### config.mk
export PLATFORM = sky130hd
export DESIGN_NAME = fetch_unit
export DESIGN_NICKNAME = d
export VERILOG_FILES = /design/src/rtl/fetch_unit.sv
export SDC_FILE = /design/constraint.sdc
export NUM_CORES = 1
export LEC_CHECK = 0
export ABC_AREA = 0
export CORE_UTILIZATION = 25
export DETAILED_ROUTE_END_ITERATION = 7
export PLACE_DENSITY = 0.49
export SKIP_CTS_REPAIR_TIMING = 1
export SYNTH_ARGS = -nofsm -noshare
export SYNTH_HDL_FRONTEND = slang
export SYNTH_SLANG_ARGS = --single-unit
export TNS_END_PERCENT = 1
### constraint.sdc
create_clock -name clk -period 11.9 [get_ports clk]
set_input_delay 2.38 -clock clk [delete_from_list [all_inputs] [get_ports clk]]
set_output_delay 2.38 -clock clk [all_outputs]
set_load 0.005 [all_outputs]
### src/rtl/fetch_unit.sv
// fetch_unit: sequences fetch PCs to instruction memory and queues returned words for decode.
// Build option FETCH_ALIGN_CHECK_EN: flag misaligned redirect targets and halt until an aligned one.
module fetch_unit #(
    parameter logic [31:0] RESET_PC  = 32'h0000_0000,
    parameter int unsigned BUF_DEPTH = 2
) (
    input  logic        clk,
    input  logic        rst,
    input  logic        redirect_valid,
    input  logic [31:0] redirect_pc,
    output logic        imem_req,
    output logic [31:0] imem_addr,
    input  logic        imem_ack,
    input  logic [31:0] imem_rdata,
    output logic        id_valid,
    input  logic        id_ready,
    output logic [31:0] id_instr,
    output logic [31:0] id_pc,
    output logic [31:0] id_pc_4,
    output logic        misalign_err
);
    localparam int unsigned PTR_W = $clog2(BUF_DEPTH);
    localparam int unsigned CNT_W = $clog2(BUF_DEPTH + 1);

    typedef enum logic [1:0] {IDLE, REQ, WAIT, DRAIN} state_t;

    typedef struct packed {
        logic [31:0] instr;
        logic [31:0] pc;
    } entry_t;

    state_t           r_state;
    state_t           w_state_nxt;
    logic [31:0]      r_fetch_pc;
    logic [31:0]      w_fetch_pc_nxt;
    logic             r_halt;
    logic             w_halt_nxt;
    entry_t           r_buf [BUF_DEPTH];
    logic [PTR_W-1:0] r_wptr;
    logic [PTR_W-1:0] r_rptr;
    logic [CNT_W-1:0] r_count;
    logic             w_full;
    logic             w_push;
    logic             w_pop;
    logic             w_flush;
    logic             w_pending;
    logic             w_misalign;
    logic [31:0]      w_redir_pc;
    entry_t           w_head;

    assign w_full    = (r_count == CNT_W'(BUF_DEPTH));
    assign imem_req  = (r_state == REQ) && !w_full;
    assign imem_addr = r_fetch_pc;
    assign id_valid  = (r_count != CNT_W'(0));
    assign w_pop     = id_valid && id_ready;

    // Head is forced to zero while empty so the reset view is clean without resetting storage.
    assign w_head   = r_buf[r_rptr];
    assign id_instr = id_valid ? w_head.instr : 32'h0;
    assign id_pc    = id_valid ? w_head.pc : 32'h0;
    assign id_pc_4  = id_pc + 32'd4;

`ifdef FETCH_ALIGN_CHECK_EN
    logic r_misalign;

    assign w_misalign   = redirect_valid && (redirect_pc[1:0] != 2'b00);
    assign w_redir_pc   = redirect_pc;
    assign misalign_err = r_misalign;

    always_ff @(posedge clk) begin
        if (rst) begin
            r_misalign <= 1'b0;
        end else begin
            r_misalign <= w_misalign;
        end
    end
`else
    assign w_misalign   = 1'b0;
    assign w_redir_pc   = redirect_pc & 32'hFFFF_FFFC;
    assign misalign_err = 1'b0;
`endif

    // w_pending: a request is still in flight after this edge (must be drained on redirect).
    always_comb begin
        w_state_nxt    = r_state;
        w_fetch_pc_nxt = r_fetch_pc;
        w_halt_nxt     = r_halt;
        w_push         = 1'b0;
        w_flush        = 1'b0;
        w_pending      = 1'b0;
        case (r_state)
            IDLE: begin
                if (!r_halt) begin
                    w_state_nxt = REQ;
                end
            end
            REQ: begin
                if (imem_req) begin
                    w_pending = !imem_ack;
                    if (imem_ack) begin
                        w_push         = 1'b1;
                        w_fetch_pc_nxt = r_fetch_pc + 32'd4;
                    end else begin
                        w_state_nxt = WAIT;
                    end
                end
            end
            WAIT: begin
                w_pending = !imem_ack;
                if (imem_ack) begin
                    w_push         = 1'b1;
                    w_fetch_pc_nxt = r_fetch_pc + 32'd4;
                    w_state_nxt    = REQ;
                end
            end
            DRAIN: begin
                w_pending = !imem_ack;
                if (imem_ack) begin
                    w_state_nxt = r_halt ? IDLE : REQ;
                end
            end
            default: w_state_nxt = IDLE;
        endcase
        if (redirect_valid) begin
            w_flush        = 1'b1;
            w_push         = 1'b0;
            w_halt_nxt     = w_misalign;
            w_fetch_pc_nxt = w_redir_pc;
            if (w_pending) begin
                w_state_nxt = DRAIN;
            end else if (w_misalign) begin
                w_state_nxt = IDLE;
            end else begin
                w_state_nxt = REQ;
            end
        end
    end

    always_ff @(posedge clk) begin
        if (rst) begin
            r_state    <= IDLE;
            r_fetch_pc <= RESET_PC;
            r_halt     <= 1'b0;
            r_wptr     <= '0;
            r_rptr     <= '0;
            r_count    <= '0;
        end else begin
            r_state    <= w_state_nxt;
            r_fetch_pc <= w_fetch_pc_nxt;
            r_halt     <= w_halt_nxt;
            if (w_flush) begin
                r_wptr  <= '0;
                r_rptr  <= '0;
                r_count <= '0;
            end else begin
                if (w_push) begin
                    r_wptr <= r_wptr + PTR_W'(1);
                end
                if (w_pop) begin
                    r_rptr <= r_rptr + PTR_W'(1);
                end
                r_count <= r_count + CNT_W'(w_push) - CNT_W'(w_pop);
            end
        end
    end

    always_ff @(posedge clk) begin
        if (w_push) begin
            r_buf[r_wptr] <= '{instr: imem_rdata, pc: r_fetch_pc};
        end
    end

endmodule

==> flow_summary.toml, run 1 <==
[synthesis]
synthCells = 614
yosysTopAreaCellShare = 0.493
synth_edf_count = 124
synth.most_common_cell = "edfxtp_1"
synthFlopType = "edfxtp_1"
synth_area_mm2 = 0.00755
syn_avg_cell_area_um2 = 12.3
synthTopCellsByCount = "edfxtp_1 (124), nor2_1 (101), mux2i_1 (61)"
yosysTopAreaCell = "edfxtp_1"
yosys-top-cells-area = "edfxtp_1 (49%), dfxtp_1 (9.8%), mux2i_1 (8.1%), nor2_1 (5.0%), xor2_1 (4.4%)"
yosysUniqueCellTypes = 52
synth.ff_latch_count = 161
yosysWarnings = 0
yosysSeqAreaShare = 0.591
async_flop_share = 0

[critical_path]
worst_path_max_delay_cell = "dfxtp_4"
worstPathRequired_ns = 9.52
r2r-start = "r_count[1]$_SDFF_PP0_"
worst_path_largest_cell_delay_ns = 0.72
critPathKind = "reg -> out"
worstPathBufferInverterCount = 2
cp.arrival_ns = 4.51
setup.worst_path.start_class = "register"
crit_fanout = 46
crit_chain = "buf_4 -> mux2i_1 -> nor2_1 -> ha_1 -> o21ai_0 -> a211oi_2 -> nand3_2 -> nor4_1 -> xor2_1 -> clkdlybuf4s50_1"
endpoint_kind = "output port"
critical-path-top-delay-family = "buffers and inverters"

[sta]
post-route-period-util = 0.579
setup_viol = 0
finalSetupTns_ns = 0
tightest_slew_ns = 1.16
finalHoldViolCount = 0
finalMaxSlewViolations = 0
worst_slack_ns = 5.01
min_period_ns = 6.89
slew-limit-headroom = 0.219
hold_ws_ns = 0.527
max_freq_mhz = 145
fin_skew_ns = 0.0153
rsz0062_at_grt = "no"

[floorplan]
floorplan.rows = 63
fp.dieW_um = 176
start_util = 0.255
die_h_um = 176
core_area_mm2 = 0.0296
io_pins = 200
die_area_mm2 = 0.0309

[drt]
ant_nets = 0
wl_per_cell_um = 16.4
drcViolationCount = 0
routed_via_density = 4.36
vias = 5233
dr.pass1.iters = 4
routed_wl_mm = 19.7
first_iter_violations = 238

[placement]
dp_hpwl_mm = 13.4
io_buffers = 190
gp_congestion = 0.740
placed_cell_area_mm2 = 0.00978
dp_slack_ns = 5.35

[finish]
layout-drive-gt1-share = 0.0779
fin_nets = 873
syn_to_final_growth_pct = 37.3
antenna_cells = 0
final_area_mm2 = 0.0104
fillers = 2987

[global_routing]
grt_pass1_vias = 5201
grt_pass1_wl_mm = 30.3
grt_util_all_layers = 0.129
grt_max_degree = 71
grt_overflow = 0
antenna_found_initial = 0

[worst_hold_path]
hp-class = "reg -> reg"
hp-start = "r_state[0]$_SDFFE_PP0P_"

[clock_network]
clock_sink_count = 161
path_clk_slew_ns = 0.08
cts-buffers-inserted = 17
cts_tree = "yes"
cts.path.max_buffers = 2
cts_root_buf = "clkbuf_16"
h-tree-depth = 4
clk_latency_ns = 0.42

[pwr]
p_leak_uw = 0.00330
pwr_density_cell_mw_per_mm2 = 122
peakVddDrop_v = 0.0000835

[run_status]
status = "finished clean"

[flow_run]
cap_violations = 0
power by group:
| part | internal (uW) | total, uW | switching, uW |
|---|---|---|---|
| clock | 294 | 539 | 245 |
| combinational | 52.5 | 90.1 | 37.6 |
| sequential | 619 | 637 | 18.0 |
cell usage in the layout (no fill, tap or decap), drive strengths merged, types with 16 or more instances in the layout:
cell type      synthesis  routed
dfxtp                 37      37
mux2i                 61      61
a211oi                32      32
inv                   12      22
edfxtp               124     124
nor2                 101     101
nor3                  16      16
xor2                  38      38
nand3                 23      23
nand2                 20      20
xnor2                 21      21
clkdlybuf4s50          0     190
nand4                 17      17
clkbuf                15      19
cell families (layout without fill, tap and decap cells):
family,count (synthesis),in the layout,share of synthesized area
flip-flops,161,161,0.591
other,1,7,0.000497
multiplexers,61,61,0.0809
adder cells (fa/ha/maj),8,8,0.0133
XOR/XNOR,59,59,0.0685
AO/OA/AOI/OAI,55,55,0.0547
AND/OR/NAND/NOR,218,218,0.153
buffers and inverters,51,240,0.0378
sequential cells by signal, summed over array words and instances, names as in the netlist, named ones only:
register   count
imem_addr     30
r_buf        124
r_count        2
r_rptr         1
r_state        2
r_wptr         1
layer usage:
| layer | share of wire | GRT usage |
|---|---|---|
| met1 | 0.51 | 0.181 |
| met2 | 0.44 | 0.202 |
| met3 | 0.037 | 0.0286 |
| met4 | 0.0062 | 0.0272 |
| met5 | 0 | 0 |
through the flow:
stage,cells,power [uW],util
after CTS,1199,1290,0.350
after global placement,1167,740,0.330
final,1199,1270,0.350
after global routing,1199,1320,0.350
after floorplan,620,680,-
after detailed placement,1167,741,0.330
area by class of cell:
| class | count | area (um^2) | share of cell area |
|---|---|---|---|
| clock buffers | 19 | 464 | 0.0448 |
| well taps | 390 | 488 | 0.0471 |
| flip-flops and latches | 161 | 4470 | 0.431 |
| inverters | 13 | 48.8 | 0.00471 |
| repair buffers | 195 | 1940 | 0.187 |
| clock inverters | 13 | 114 | 0.0110 |
| multi-input cells | 408 | 2840 | 0.274 |
worst min-delay path, cell delays in order (launching register included):
cell and delay (ns):
dfxtp_1 0.34, o21ai_0 0.08, a21oi_1 0.06
final timing paths:
check                                  to  slack [ns]  cells after the start
hold reg to reg   r_state[0]$_SDFFE_PP0P_        0.53                      2
setup reg to reg    r_count[1]$_SDFF_PP0_        9.13                     10
setup / recovery              id_pc_4[26]        5.01                     10
hold / removal    r_state[0]$_SDFFE_PP0P_        0.53                      2
Note: power is estimated with default switching activity, not from simulation.
==> run 2: changes to the inputs <==
--- a/config.mk
+++ b/config.mk
@@ -8,7 +8,7 @@
 export ABC_AREA = 0
 export CORE_UTILIZATION = 25
 export DETAILED_ROUTE_END_ITERATION = 7
-export PLACE_DENSITY = 0.49
+export PLACE_DENSITY = 0.5
 export SKIP_CTS_REPAIR_TIMING = 1
 export SYNTH_ARGS = -nofsm -noshare
 export SYNTH_HDL_FRONTEND = slang
==> constraint.sdc (replaced) <==
create_clock -name clk -period 6.33 [get_ports clk]
set_input_delay 1.266 -clock clk [delete_from_list [all_inputs] [get_ports clk]]
set_output_delay 1.266 -clock clk [all_outputs]
set_load 0.005 [all_outputs]
==> flow_summary.toml, run 2 (synthesized netlist as in run 1, its figures left out) <==
[sta]
post-route-period-util = 0.814
setup_viol = 0
finalHoldViolCount = 0
tightest_slew_ns = 1.15
rsz0062_at_grt = "no"
fin_skew_ns = 0.0169
finalMaxSlewViolations = 0
max_freq_mhz = 194
slew-limit-headroom = 0.226
hold_ws_ns = 0.524
min_period_ns = 5.15
finalSetupTns_ns = 0

[critical_path]
setup.worst_path.start_class = "register"
crit_fanout = 49
reg2reg_depth = 8
endpoint_kind = "output port"
cp.arrival_ns = 3.88
critPathKind = "reg -> out"
worstPathRequired_ns = 5.06

[pwr]
pwr_density_cell_mw_per_mm2 = 227
peakVddDrop_v = 0.000138
p_leak_uw = 0.00329

[drt]
routed_wl_mm = 19.6
routed_via_density = 4.34
first_iter_violations = 251
vias = 5210
ant_nets = 0
dr.pass1.iters = 4
drcViolationCount = 0
wl_per_cell_um = 16.4

[floorplan]
die_h_um = 176
die_area_mm2 = 0.0309
fp.dieW_um = 176
start_util = 0.255
core_area_mm2 = 0.0296
io_pins = 200
floorplan.rows = 63

[clock_network]
cts-buffers-inserted = 17
h-tree-depth = 4
clk_latency_ns = 0.42
cts_root_buf = "clkbuf_16"
cts.path.max_buffers = 2
path_clk_slew_ns = 0.07
cts_tree = "yes"
clock_sink_count = 161

[global_routing]
grt_overflow = 0
grt_pass1_wl_mm = 29.9
grt_max_degree = 63
antenna_found_initial = 0
grt_pass1_vias = 5099
grt_util_all_layers = 0.129

[finish]
antenna_cells = 0
final_cell_mix = "clkdlybuf4s50_1 (190), edfxtp_1 (124), nor2_1 (99)"
fin_nets = 874
top_register = "r_buf"
layout-drive-gt1-share = 0.0778
largest_reg_flops = 124
syn_to_final_growth_pct = 37.0
final_common_cell = "clkdlybuf4s50_1"
final_cells = 1200

[placement]
io_buffers = 190
dp_hpwl_mm = 13.4
gp_congestion = 0.755
post-place-cells = 1168

[run_status]
status = "finished clean"

[worst_hold_path]
holdPathStages = 2
hp-class = "reg -> reg"

[flow_run]
cap_violations = 0
run 2: worst paths after layout:
kind / startpoint / end / slack, ns
min: r_state[0]$_SDFFE_PP0P_ / r_state[0]$_SDFFE_PP0P_ / 0.52
max reg2reg: r_state[1]$_SDFFE_PP0P_ / r_buf[0][43]$_DFFE_PP_ / 3.78
min reg2reg: r_state[0]$_SDFFE_PP0P_ / r_state[0]$_SDFFE_PP0P_ / 0.52
max: register / id_pc_4[26] / 1.18
run 2: critical path, stage by stage (launching register included):
cell	delay, ns
dfxtp_4	0.84
mux2i_1	0.16
nor2_1	0.28
ha_1	0.28
o21ai_0	0.12
a211oi_2	0.30
nand3_2	0.36
nor4_1	0.41
xor2_1	0.18
clkdlybuf4s50_1	0.52
run 2: final cells by class:
cell class | instances | area (um^2)
Fill cell | 3030 | 19300
Sequential cell | 161 | 4470
Multi-Input combinational cell | 408 | 2840
Timing Repair Buffer | 196 | 1950
Tap cell | 390 | 488
Clock buffer | 20 | 458
Clock inverter | 12 | 93.8
Inverter | 13 | 48.8
run 2: per-stage QoR:
stage | power (uW) | instance area [um^2] | setup slack (ns) | utilization
finish | 2350 | 10300 | 1.18 | 0.349
global route | 2450 | 10300 | 0.824 | 0.349
CTS | 2400 | 10300 | 1.05 | 0.349
detailed placement | 1390 | 9790 | 1.49 | 0.330
global placement | 1390 | 9790 | 1.51 | 0.330
floorplan | 1280 | 7570 | 1.62 | -
run 2: per-layer routing:
metal | GRT usage | vias to the layer above | wire (um)
li1 | - | 2594 | -
met4 | 0.0250 | 0 | 112
met2 | 0.201 | 130 | 8830
met5 | 0 | - | 0
met3 | 0.0318 | 7 | 906
met1 | 0.181 | 2479 | 9790
run 2: report_power, final:
group	leakage [uW]	internal [uW]	total [uW]	switching, uW
Combinational	0.00158	98.8	170	71.3
Sequential	0.00144	1160	1200	33.6
Clock	0.000270	534	983	448
